==> src/rtl/cordic_8b_rr_seq.sv <==
// ---------------------------------------------------------------------------
// cordic_8b_rr_seq
//
// Iterative 8-bit CORDIC engine. One add/sub/shift stage is reused over ITERS
// clock cycles. Two requesters share it through a round-robin arbiter, and
// each result goes out on one valid/ready channel tagged with the ID of the
// requester that issued it.
//
// Ports:
//   clk, rst_n            clock (rising edge), asynchronous active-low reset
//   s0_valid / s0_ready   requester 0 job handshake; operands s0_x/s0_y/s0_z
//   s1_valid / s1_ready   requester 1 job handshake; operands s1_x/s1_y/s1_z
//   m_valid / m_ready     result handshake; result m_x/m_y/m_z, tag m_id
//   busy                  engine is running a job or holding a result
//
// Parameter:
//   ITERS                 iterations per job (1..8); iteration i uses
//                         shift i and angle 128>>i
// ---------------------------------------------------------------------------
module cordic_8b_rr_seq #(
    parameter int ITERS = 8
) (
    input  logic       clk,
    input  logic       rst_n,
    input  logic       s0_valid,
    output logic       s0_ready,
    input  logic [7:0] s0_x,
    input  logic [7:0] s0_y,
    input  logic [7:0] s0_z,
    input  logic       s1_valid,
    output logic       s1_ready,
    input  logic [7:0] s1_x,
    input  logic [7:0] s1_y,
    input  logic [7:0] s1_z,
    output logic       m_valid,
    input  logic       m_ready,
    output logic [7:0] m_x,
    output logic [7:0] m_y,
    output logic [7:0] m_z,
    output logic       m_id,
    output logic       busy
);

    localparam logic [1:0] ST_IDLE = 2'd0;
    localparam logic [1:0] ST_RUN  = 2'd1;
    localparam logic [1:0] ST_DONE = 2'd2;

    localparam logic [2:0] LAST_ITER = 3'(ITERS - 1);

    logic [1:0] state_reg, state_next;
    logic [2:0] iter_reg, iter_next;
    logic       last_grant_reg, last_grant_next;
    logic [7:0] x_reg, x_next;
    logic [7:0] y_reg, y_next;
    logic [7:0] z_reg, z_next;
    logic       id_reg, id_next;

    logic       grant0;
    logic       grant1;
    logic [7:0] x_sh;
    logic [7:0] y_sh;
    logic [7:0] angle;

    // Elementary rotation angles: entry i is 128>>i.
    logic [7:0] angle_tab [8];

    genvar gi;
    generate
        for (gi = 0; gi < 8; gi++) begin : g_angle
            assign angle_tab[gi] = 8'h80 >> gi;
        end
    endgenerate

    // Arbitration is only meaningful in IDLE. last_grant_reg==1 means
    // requester 1 won most recently, so requester 0 takes the next tie.
    assign grant0 = (state_reg == ST_IDLE) && s0_valid &&
                    (!s1_valid || last_grant_reg);
    assign grant1 = (state_reg == ST_IDLE) && s1_valid && !grant0;

    assign s0_ready = grant0;
    assign s1_ready = grant1;

    // Both shifts read the pre-update x and y.
    assign x_sh  = x_reg >> iter_reg;
    assign y_sh  = y_reg >> iter_reg;
    assign angle = angle_tab[iter_reg];

    always_comb begin
        state_next      = state_reg;
        iter_next       = iter_reg;
        last_grant_next = last_grant_reg;
        x_next          = x_reg;
        y_next          = y_reg;
        z_next          = z_reg;
        id_next         = id_reg;

        case (state_reg)
            ST_IDLE: begin
                if (grant0) begin
                    x_next          = s0_x;
                    y_next          = s0_y;
                    z_next          = s0_z;
                    id_next         = 1'b0;
                    last_grant_next = 1'b0;
                    iter_next       = 3'd0;
                    state_next      = ST_RUN;
                end else if (grant1) begin
                    x_next          = s1_x;
                    y_next          = s1_y;
                    z_next          = s1_z;
                    id_next         = 1'b1;
                    last_grant_next = 1'b1;
                    iter_next       = 3'd0;
                    state_next      = ST_RUN;
                end
            end

            ST_RUN: begin
                // The sign bit of z picks the rotation direction.
                if (z_reg[7]) begin
                    x_next = x_reg + y_sh;
                    y_next = y_reg - x_sh;
                    z_next = z_reg + angle;
                end else begin
                    x_next = x_reg - y_sh;
                    y_next = y_reg + x_sh;
                    z_next = z_reg - angle;
                end
                iter_next = iter_reg + 3'd1;
                if (iter_reg == LAST_ITER) begin
                    state_next = ST_DONE;
                end
            end

            ST_DONE: begin
                // Going back to IDLE takes one cycle, so a new job cannot be
                // accepted in the same cycle the result is taken.
                if (m_ready) begin
                    state_next = ST_IDLE;
                end
            end

            default: begin
                state_next = ST_IDLE;
            end
        endcase
    end

    always_ff @(posedge clk or negedge rst_n) begin
        if (!rst_n) begin
            state_reg      <= ST_IDLE;
            iter_reg       <= 3'd0;
            last_grant_reg <= 1'b1;
            x_reg          <= 8'd0;
            y_reg          <= 8'd0;
            z_reg          <= 8'd0;
            id_reg         <= 1'b0;
        end else begin
            state_reg      <= state_next;
            iter_reg       <= iter_next;
            last_grant_reg <= last_grant_next;
            x_reg          <= x_next;
            y_reg          <= y_next;
            z_reg          <= z_next;
            id_reg         <= id_next;
        end
    end

    assign m_valid = (state_reg == ST_DONE);
    assign m_x     = x_reg;
    assign m_y     = y_reg;
    assign m_z     = z_reg;
    assign m_id    = id_reg;
    assign busy    = (state_reg != ST_IDLE);

endmodule

==> config.mk <==
export PLATFORM = sky130hd
export DESIGN_NAME = cordic_8b_rr_seq
export DESIGN_NICKNAME = d
export VERILOG_FILES = /design/src/rtl/cordic_8b_rr_seq.sv
export SDC_FILE = /design/constraint.sdc
export NUM_CORES = 1
export LEC_CHECK = 0
export CAP_MARGIN = 10
export CORE_UTILIZATION = 35
export DETAILED_ROUTE_END_ITERATION = 12
export PLACE_DENSITY = 0.57
export SYNTH_ARGS = -nofsm -noshare
export SYNTH_HDL_FRONTEND = slang
export SYNTH_SLANG_ARGS = --single-unit
==> constraint.sdc <==
create_clock -name clk -period 6.6 [get_ports clk]
set_input_delay 1.32 -clock clk [delete_from_list [all_inputs] [get_ports clk]]
set_output_delay 1.32 -clock clk [all_outputs]
set_load 0.01 [all_outputs]
==> results of run 1 <==
-- worst paths after layout --
| check | end | cells after the start | from |
|---|---|---|---|
| max | m_y[7]$_DFFE_PN0P_ | 12 | iter_reg[0]$_DFFE_PN0P_ |
| min | m_id$_DFFE_PN0P_ | 2 | m_id$_DFFE_PN0P_ |
| max reg2reg | m_y[7]$_DFFE_PN0P_ | 12 | iter_reg[0]$_DFFE_PN0P_ |
| min reg2reg | m_id$_DFFE_PN0P_ | 2 | m_id$_DFFE_PN0P_ |
| max in group asynchronous | last_grant_reg$_DFFE_PN1P_ | 2 | rst_n |
| min in group asynchronous | m_x[7]$_DFFE_PN0P_ | 2 | rst_n |
-- per-layer routing --
layer  share of wire (%)  vias to the layer above  wire [um]
met5                   0                        -          0
met4                 1.2                        0        131
met3                 3.7                       11        392
met2                  49                       82       5222
met1                  46                     1735       4930
li1                    -                     1824          -
-- worst min-delay path: stages (launching register included) --
cell	delay, ns
dfrtp_1	0.35
a21oi_1	0.04
nor2_1	0.09
-- through the flow --
stage / hold WS (ns) / instance area [um2] / util [%] / instances
floorplan: 0.5008 / 3761 / - / 459
global placement: 0.4844 / 4673 / 45.07 / 656
detailed placement: 0.5032 / 4673 / 45.07 / 656
CTS: 0.5277 / 4758 / 45.89 / 664
global route: 0.5612 / 4758 / 45.89 / 664
finish: 0.5202 / 4758 / 45.89 / 664
-- cells in the final DEF (no fill, tap or decap), types with 3 or more instances in the layout --
cell	instances
a2111oi_0	5
a211oi_1	3
a21o_1	15
a21oi_1	36
a31oi_1	11
and3_1	3
buf_4	6
clkbuf_8	5
clkdlybuf4s50_1	81
dfrtp_1	30
fa_1	3
ha_1	31
inv_1	15
mux2_2	4
mux2i_1	26
mux4_2	8
nand2_1	43
nand2b_1	6
nand3_1	5
nand3b_1	3
nor2_1	47
nor2b_1	6
nor3_1	13
o21ai_0	31
o21ai_1	3
o221ai_1	4
or2_2	6
xnor2_1	14
xor2_1	14
-- kinds of logic (layout without fill, tap and decap cells) --
logic type | Yosys count | count (layout) | share of synthesized area, %
DFF | 31 | 31 | 20.66
buffers and inverters | 42 | 111 | 4.823
adders and majority gates | 34 | 34 | 11.91
and+or+nand+nor | 149 | 149 | 19.36
muxes | 38 | 38 | 12.91
AOI/OAI and AO/OA | 137 | 137 | 23.82
xor gates and xnor gates | 28 | 28 | 6.520
-- final cells by class --
class | instances | area, um2 | area share, %
Clock buffer | 6 | 72.57 | 1.525
Clock inverter | 2 | 12.51 | 0.2630
Inverter | 16 | 60.06 | 1.262
Tap cell | 136 | 170.2 | 3.576
Timing Repair Buffer | 87 | 855.8 | 17.99
Sequential cell | 31 | 777.0 | 16.33
Multi-Input combinational cell | 386 | 2810 | 59.06
==> reports/results.ini, run 1 <==
[min_path]
hp-class=reg2reg

[floorplan]
die_h_um=105.7
dieArea_um2=11170
initial_core_util_pct=36.27
ios=82
fp.dieW_um=105.7
core-area_um2=10370
num_rows=37

[routing]
routed-via-count=3652
wl_um=10680
drc=0
post_drt_wl_per_cell_um=16.08
first_pass_iters=5
ant_nets=0
via_per_inst=5.500
drt_first_iter_violations=157

[cts]
clk_pin_slew_ns=0.07
cts_buffers=5
ctsRootBufferMaster=clkbuf_8
cts.sinks=31
cts_tree=yes
cts.htree.levels=2
cts.path.max_buffers=2
clk_latency_ns=0.29
hold_buffers=0
postCtsSetupBuffers=0
ctsResizeCount=0

[sta]
rsz0062_at_grt=false
skew_ns=0.008938
drv_slew=0
min_period_ns=4.280
worst_slew_pin_slew_ns=1.202
setup_tns_ns=0
final.setup.worst_slack_ns=2.320
max-slew-margin-rel_pct=19.84
finalHoldViolCount=0
finalCritPeriodShare_pct=64.84
fmax_mhz=233.7
setup_viol=0

[layout]
antenna_cells=0
fin_nets=614
fill_cells=1052
drive_above_1_share_pct=8.144
syn_to_final_growth_pct=26.51

[setup_path]
crit_buf_inv=0
worstPathRequired_ns=6.76
reg2reg_slack_ns=2.32
path_max_fanout=33
critical_path_class=reg2reg
cp-start-kind=register
critPathArrivalTime_ns=4.44
critPathTopFamily=flip-flops
crit_path_end_kind=register
path_cells=mux4_2 -> o21ai_0 -> ha_1 -> and3_1 -> nor2_1 -> xor2_1 -> ha_1 -> o21ai_0 -> a31o_2 -> and3_1 -> a2111oi_1 -> nand2_1
cp_slowest_cell=dfrtp_1
cpPeakStageDelay_ns=1.15

[yosys]
syn-cell-area_um2=3761
synth_common_cells=nor2_1, nand2_1, a21oi_1
synth_cell_types=64
synth_top_cell_by_area=dfrtp_1
yosysMostFrequentCell=nor2_1
synth_edf_count=0
ys_top_cells_by_area=dfrtp_1, ha_1, mux2i_1
syn-mean-instance-area_um2=8.194
yosysWarnings=0
synth_top_flop_cell=dfrtp_1
yosysSeqAreaShare_pct=20.66
syn_nets=546
synthArstFlopShare_pct=100.0
synth.top_cell.area_share_pct=19.96
postSynthCellCount=459
synth_seq_cells=31

[grt]
grtUsageMet1_pct=25.06
grtUsageMet3_pct=2.536
grtUsageTotal_pct=19.75
grt_pass1_wl_um=17670
overflow=0
top_usage_layer=met2
grt_max_degree=45
grtUsageMet2_pct=35.11
grt_pass1_vias=3593
antenna_found_initial=0

[job]
cap_violations=0

[outcome]
outcome=finished, final reports clean

[placement]
place_ws_ns=2.409
hpwl_um=7616
io_buffer_count=81
gp_congestion=0.8209

Power of run 1 is left out: the tool's default activity adds up to more than one toggle a clock period on the data nets, which glitch-free logic cannot reach.
==> inputs of run 2 (changes only) <==
==> constraint.sdc (replaced) <==
create_clock -name clk -period 4.4 [get_ports clk]
set_input_delay 0.88 -clock clk [delete_from_list [all_inputs] [get_ports clk]]
set_output_delay 0.88 -clock clk [all_outputs]
set_load 0.01 [all_outputs]
==> run 2 against run 1 <==
  * Flip-flop and latch count is the same
  * Hold slack lost 0.0012 ns
  * Wire length grew 3.0%
  * Largest cell class unchanged
==> reports/results.ini, run 2 (synthesis gave the netlist of run 1 again) <==
[outcome]
outcome=finished, final reports clean  ; unchanged

[grt]
antenna_found_initial=0  ; unchanged
grt_max_degree=38  ; was 45
grtUsageTotal_pct=20.37  ; was 19.75%
overflow=0  ; unchanged
grt_pass1_vias=3520  ; was 3593
grt_pass1_wl_um=18020  ; was 17670 um

[layout]
syn_to_final_growth_pct=27.41  ; was 26.51%
fill_cells=1056  ; was 1052
drive_above_1_share_pct=9.023  ; was 8.144%
most-common-layout-cells=clkdlybuf4s50_1, nor2_1, nand2_1, a21oi_1  ; unchanged
final_common_cell=clkdlybuf4s50_1  ; unchanged
regArea_um2=777.0  ; unchanged
fin_nets=618  ; was 614
multi_input_area_um2=2810  ; unchanged
antenna_cells=0  ; unchanged

[routing]
via_per_inst=5.509  ; was 5.500
routed-via-count=3680  ; was 3652
ant_nets=0  ; unchanged
post_drt_wl_per_cell_um=16.46  ; was 16.08 um
drt_first_iter_violations=202  ; was 157
first_pass_iters=5  ; unchanged
drc=0  ; unchanged
wl_um=10990  ; was 10680 um

[sta]
setup_viol=0  ; unchanged
fmax_mhz=252.9  ; was 233.7 MHz
setup_tns_ns=0  ; unchanged
drv_slew=0  ; unchanged
finalHoldViolCount=0  ; unchanged
worst_slew_pin_slew_ns=0.8543  ; was 1.202 ns
max-slew-margin-rel_pct=43.05  ; was 19.84%
rsz0062_at_grt=false  ; unchanged
skew_ns=0.009911  ; was 0.008938 ns
min_period_ns=3.954  ; was 4.280 ns
finalCritPeriodShare_pct=89.86  ; was 64.84%

[placement]
gp_congestion=0.8176  ; was 0.8209
io_buffer_count=81  ; unchanged
hpwl_um=7969  ; was 7616 um

[setup_path]
critical_path_class=reg2reg  ; unchanged
cp-start-kind=register  ; unchanged
worstPathRequired_ns=4.57  ; was 6.76 ns
crit_path_end_kind=register  ; unchanged
critPathArrivalTime_ns=4.13  ; was 4.44 ns
path_max_fanout=19  ; was 33

[cts]
cts.htree.levels=2  ; unchanged
cts_buffers=5  ; unchanged
ctsResizeCount=0  ; unchanged
cts_tree=yes  ; unchanged
cts.sinks=31  ; unchanged
clk_pin_slew_ns=0.08  ; was 0.07 ns
postCtsSetupBuffers=0  ; unchanged
clk_latency_ns=0.29  ; about the same
hold_buffers=0  ; unchanged
cts.path.max_buffers=2  ; unchanged
ctsRootBufferMaster=clkbuf_8  ; unchanged

[floorplan]
initial_core_util_pct=36.27  ; unchanged
dieArea_um2=11170  ; unchanged
fp.dieW_um=105.7  ; unchanged
ios=82  ; unchanged
num_rows=37  ; unchanged
core-area_um2=10370  ; unchanged
die_h_um=105.7  ; unchanged

[min_path]
hp-class=reg2reg  ; unchanged

[job]
cap_violations=0  ; unchanged

## run 2: cell count changes in the layout (fill, tap and decap cells not counted)
cell	delta
buf_4	+4
clkbuf_1	-1
clkinvlp_4	+1
## run 2: path summary, 6_finish.rpt
kind,start,endpoint,slack (ns),cells after the start
min in group asynchronous,rst_n,m_y[6]$_DFFE_PN0P_,0.99,2
max in group asynchronous,rst_n,last_grant_reg$_DFFE_PN1P_,3.06,2
worst min register to register,m_id$_DFFE_PN0P_,m_id$_DFFE_PN0P_,0.52,2
worst min-delay path,m_id$_DFFE_PN0P_,m_id$_DFFE_PN0P_,0.52,2
worst max register to register,iter_reg[0]$_DFFE_PN0P_,m_x[6]$_DFFE_PN0P_,0.45,15
worst max-delay path,iter_reg[0]$_DFFE_PN0P_,m_x[6]$_DFFE_PN0P_,0.45,15
## run 2: cell type report
| cell class | instances | area share, % |
|---|---|---|
| Sequential cell | 31 | 16.21 |
| Multi-Input combinational cell | 386 | 58.64 |
| Tap cell | 136 | 3.551 |
| Clock inverter | 3 | 0.4178 |
| Clock buffer | 5 | 1.436 |
| Inverter | 16 | 1.253 |
| Timing Repair Buffer | 91 | 18.49 |
## run 2: stage by stage
| step | area, um2 | std cells | worst slack, ns | util [%] | hold slack, ns |
|---|---|---|---|---|---|
| finish | 4792 | 668 | 0.4463 | 46.21 | 0.5190 |
| floorplan | 3761 | 459 | 0.7672 | - | 0.5008 |
| global route | 4792 | 668 | 0.1094 | 46.21 | 0.5587 |
| detailed placement | 4703 | 660 | 0.5011 | 45.35 | 0.5068 |
| global placement | 4703 | 660 | 0.5658 | 45.35 | 0.4832 |
| CTS | 4792 | 668 | 0.4626 | 46.21 | 0.5297 |
## run 2: critical path, cell delays in order, from the launching register on
cell       delay, ns
dfrtp_1         0.81
buf_4           0.34
nor2_1          0.07
a21oi_1         0.33
nand2_1         0.12
o21ai_0         0.09
ha_1            0.25
nor2_1          0.08
a21oi_1         0.09
fa_1            0.49
a21o_1          0.18
a21o_1          0.21
a2111oi_0       0.43
a31oi_1         0.08
a31oi_1         0.16
o21ai_0         0.09
## run 2: per-layer routing
metal / up-vias / wire length, um / GRT usage (%)
met2: 115 / 5183 / 34.41
li1: 1831 / - / -
met1: 1716 / 5138 / 27.40
met5: - / 0 / 0
met4: 0 / 182 / 4.762
met3: 18 / 488 / 2.783
Power of run 2 is left out for the same reason.
==> inputs of run 3 (changes only) <==
--- a/config.mk
+++ b/config.mk
@@ -9,6 +9,7 @@
 export CORE_UTILIZATION = 35
 export DETAILED_ROUTE_END_ITERATION = 12
 export PLACE_DENSITY = 0.57
+export SKIP_LAST_GASP = 1
 export SYNTH_ARGS = -nofsm -noshare
 export SYNTH_HDL_FRONTEND = slang
 export SYNTH_SLANG_ARGS = --single-unit
==> constraint.sdc (replaced) <==
create_clock -name clk -period 5.01 [get_ports clk]
set_input_delay 1.002 -clock clk [delete_from_list [all_inputs] [get_ports clk]]
set_output_delay 1.002 -clock clk [all_outputs]
set_load 0.01 [all_outputs]
==> run 3 against run 2 <==
  * Cell count fell by 0.30%
  * Worst setup slack improved by 0.54 ns
  * Hold slack got worse by 0.017 ns
  * Core utilization fell by 0.12 points
  * Non-clock buffer count fell by 2
  * Maximum frequency down 1.8%
  * Clock skew about the same
  * Cell area shrank 0.26%
  * Sequential share of layout area about the same
  * Die area unchanged
  * Highest routed layer unchanged
==> reports/results.ini, run 3 (synthesis gave the netlist of run 1 again) <==
[setup_path]
critPathCapture=m_x[6]$_DFFE_PN0P_  ; unchanged
crit_path_end_kind=register  ; unchanged
critPathArrivalTime_ns=4.18  ; was 4.13 ns
reg2reg_slack_ns=0.98  ; was 0.45 ns
timing.rr.end=m_x[6]$_DFFE_PN0P_  ; unchanged
path_max_fanout=29  ; was 19
cp-start-kind=register  ; unchanged
reg2reg_from=iter_reg[1]$_DFFE_PN0P_  ; was iter_reg[0]$_DFFE_PN0P_
crit_start=iter_reg[1]$_DFFE_PN0P_  ; was iter_reg[0]$_DFFE_PN0P_
worstPathRequired_ns=5.17  ; was 4.57 ns
critical_path_class=reg2reg  ; unchanged
reg2regPathDepth=16  ; was 15

[sta]
holdWs_ns=0.5016  ; was 0.5190 ns
worst_slew_pin_slew_ns=0.9113  ; was 0.8543 ns
setup_tns_ns=0  ; unchanged
finalHoldViolCount=0  ; unchanged
skew_ns=0.01027  ; was 0.009911 ns
fmax_mhz=248.4  ; was 252.9 MHz
rsz0062_at_grt=false  ; unchanged
final.setup.worst_slack_ns=0.9849  ; was 0.4463 ns
setup_viol=0  ; unchanged
max-slew-margin-rel_pct=39.25  ; was 43.05%
drv_slew=0  ; unchanged
finalCritPeriodShare_pct=80.34  ; was 89.86%
min_period_ns=4.025  ; was 3.954 ns

[floorplan]
core-area_um2=10370  ; unchanged
dieArea_um2=11170  ; unchanged
fp.dieW_um=105.7  ; unchanged
initial_core_util_pct=36.27  ; unchanged
num_rows=37  ; unchanged
die_h_um=105.7  ; unchanged
ios=82  ; unchanged

[layout]
fin_nets=616  ; was 618
most-common-layout-cells=clkdlybuf4s50_1, nor2_1, nand2_1, a21oi_1  ; unchanged
syn_to_final_growth_pct=27.08  ; was 27.41%
final_common_cell=clkdlybuf4s50_1  ; unchanged
drive_above_1_share_pct=8.491  ; was 9.023%
antenna_cells=0  ; unchanged

[grt]
overflow=0  ; unchanged
grt_pass1_wl_um=17900  ; was 18020 um
grt_max_degree=34  ; was 38
grt_pass1_vias=3607  ; was 3520
grtUsageTotal_pct=19.89  ; was 20.37%
antenna_found_initial=0  ; unchanged

[outcome]
outcome=finished, final reports clean  ; unchanged

[placement]
io_buffer_count=81  ; unchanged
gp_congestion=0.8077  ; was 0.8176
place_ws_ns=1.049  ; was 0.5011 ns
hpwl_um=7758  ; was 7969 um

[cts]
cts.htree.levels=2  ; unchanged
cts.path.max_buffers=2  ; unchanged
clk_latency_ns=0.29  ; about the same
clk_pin_slew_ns=0.08  ; about the same
ctsResizeCount=0  ; unchanged
ctsRootBufferMaster=clkbuf_8  ; unchanged
cts_buffers=5  ; unchanged
cts_tree=yes  ; unchanged
postCtsSetupBuffers=0  ; unchanged
cts.sinks=31  ; unchanged
hold_buffers=0  ; unchanged

[routing]
drc=0  ; unchanged
drt_first_iter_violations=249  ; was 202
routed-via-count=3666  ; was 3680
via_per_inst=5.505  ; was 5.509
post_drt_wl_per_cell_um=16.06  ; was 16.46 um
wl_um=10700  ; was 10990 um
ant_nets=0  ; unchanged
first_pass_iters=4  ; was 5

[job]
cap_violations=0  ; unchanged

[min_path]
hp-class=reg2reg  ; unchanged

-- run 3: cell types whose count changed in the layout (fill, tap and decap cells not counted) --
| cell | before | now |
|---|---|---|
| buf_4 | 10 | 8 |
| clkbuf_1 | 0 | 1 |
| clkbuf_8 | 5 | 6 |
| clkinvlp_4 | 2 | 0 |
-- run 3: worst max-delay path: stages (launching register included) --
cell and delay (ns):
dfrtp_1 0.53, buf_4 0.37, nor2b_1 0.31, nor2_1 0.07
a21oi_1 0.29, nand2_1 0.13, o21ai_0 0.13, ha_1 0.26
nor2_1 0.09, a21oi_1 0.09, fa_1 0.50, a21o_1 0.18
a21o_1 0.21, a2111oi_0 0.41, a31oi_1 0.07, a31oi_1 0.16
o21ai_0 0.08
-- run 3: cell type report --
cell class | instances | area [um2]
repair buffers | 89 | 870.8
flip-flops and latches | 31 | 777.0
fillers | 1042 | 5590
multi-input cells | 386 | 2810
clock buffers | 7 | 86.33
well taps | 136 | 170.2
clock inverters | 1 | 5.005
inverters | 16 | 60.06
-- run 3: through the flow --
step           area, um2  utilization [%]  instances
6_report            4780            46.09        666
5_1_grt             4780            46.09        666
4_1_cts             4780            46.09        666
3_5_place_dp        4688            45.21        658
3_3_place_gp        4688            45.21        658
2_1_floorplan       3761                -        459
-- run 3: per-layer routing --
layer	wire (um)	vias to the layer above	GRT usage (%)
li1	-	1830	-
met4	163	0	5.655
met5	0	-	0
met2	5165	106	34.08
met3	568	12	2.659
met1	4800	1718	25.99
-- run 3: how the worst min path moves through the flow --
stage | start | end | slack, ns | cells past startpoint
after floorplan | state_reg[0]$_DFFE_PN0P_ | state_reg[0]$_DFFE_PN0P_ | 0.50 | 1
after global placement | m_id$_DFFE_PN0P_ | m_id$_DFFE_PN0P_ | 0.49 | 2
after detailed placement | m_id$_DFFE_PN0P_ | m_id$_DFFE_PN0P_ | 0.50 | 2
after CTS | m_id$_DFFE_PN0P_ | m_id$_DFFE_PN0P_ | 0.52 | 2
after global routing | m_z[2]$_DFFE_PN0P_ | m_z[2]$_DFFE_PN0P_ | 0.55 | 1
final | m_id$_DFFE_PN0P_ | m_id$_DFFE_PN0P_ | 0.50 | 2
Power of run 3 is left out for the same reason.
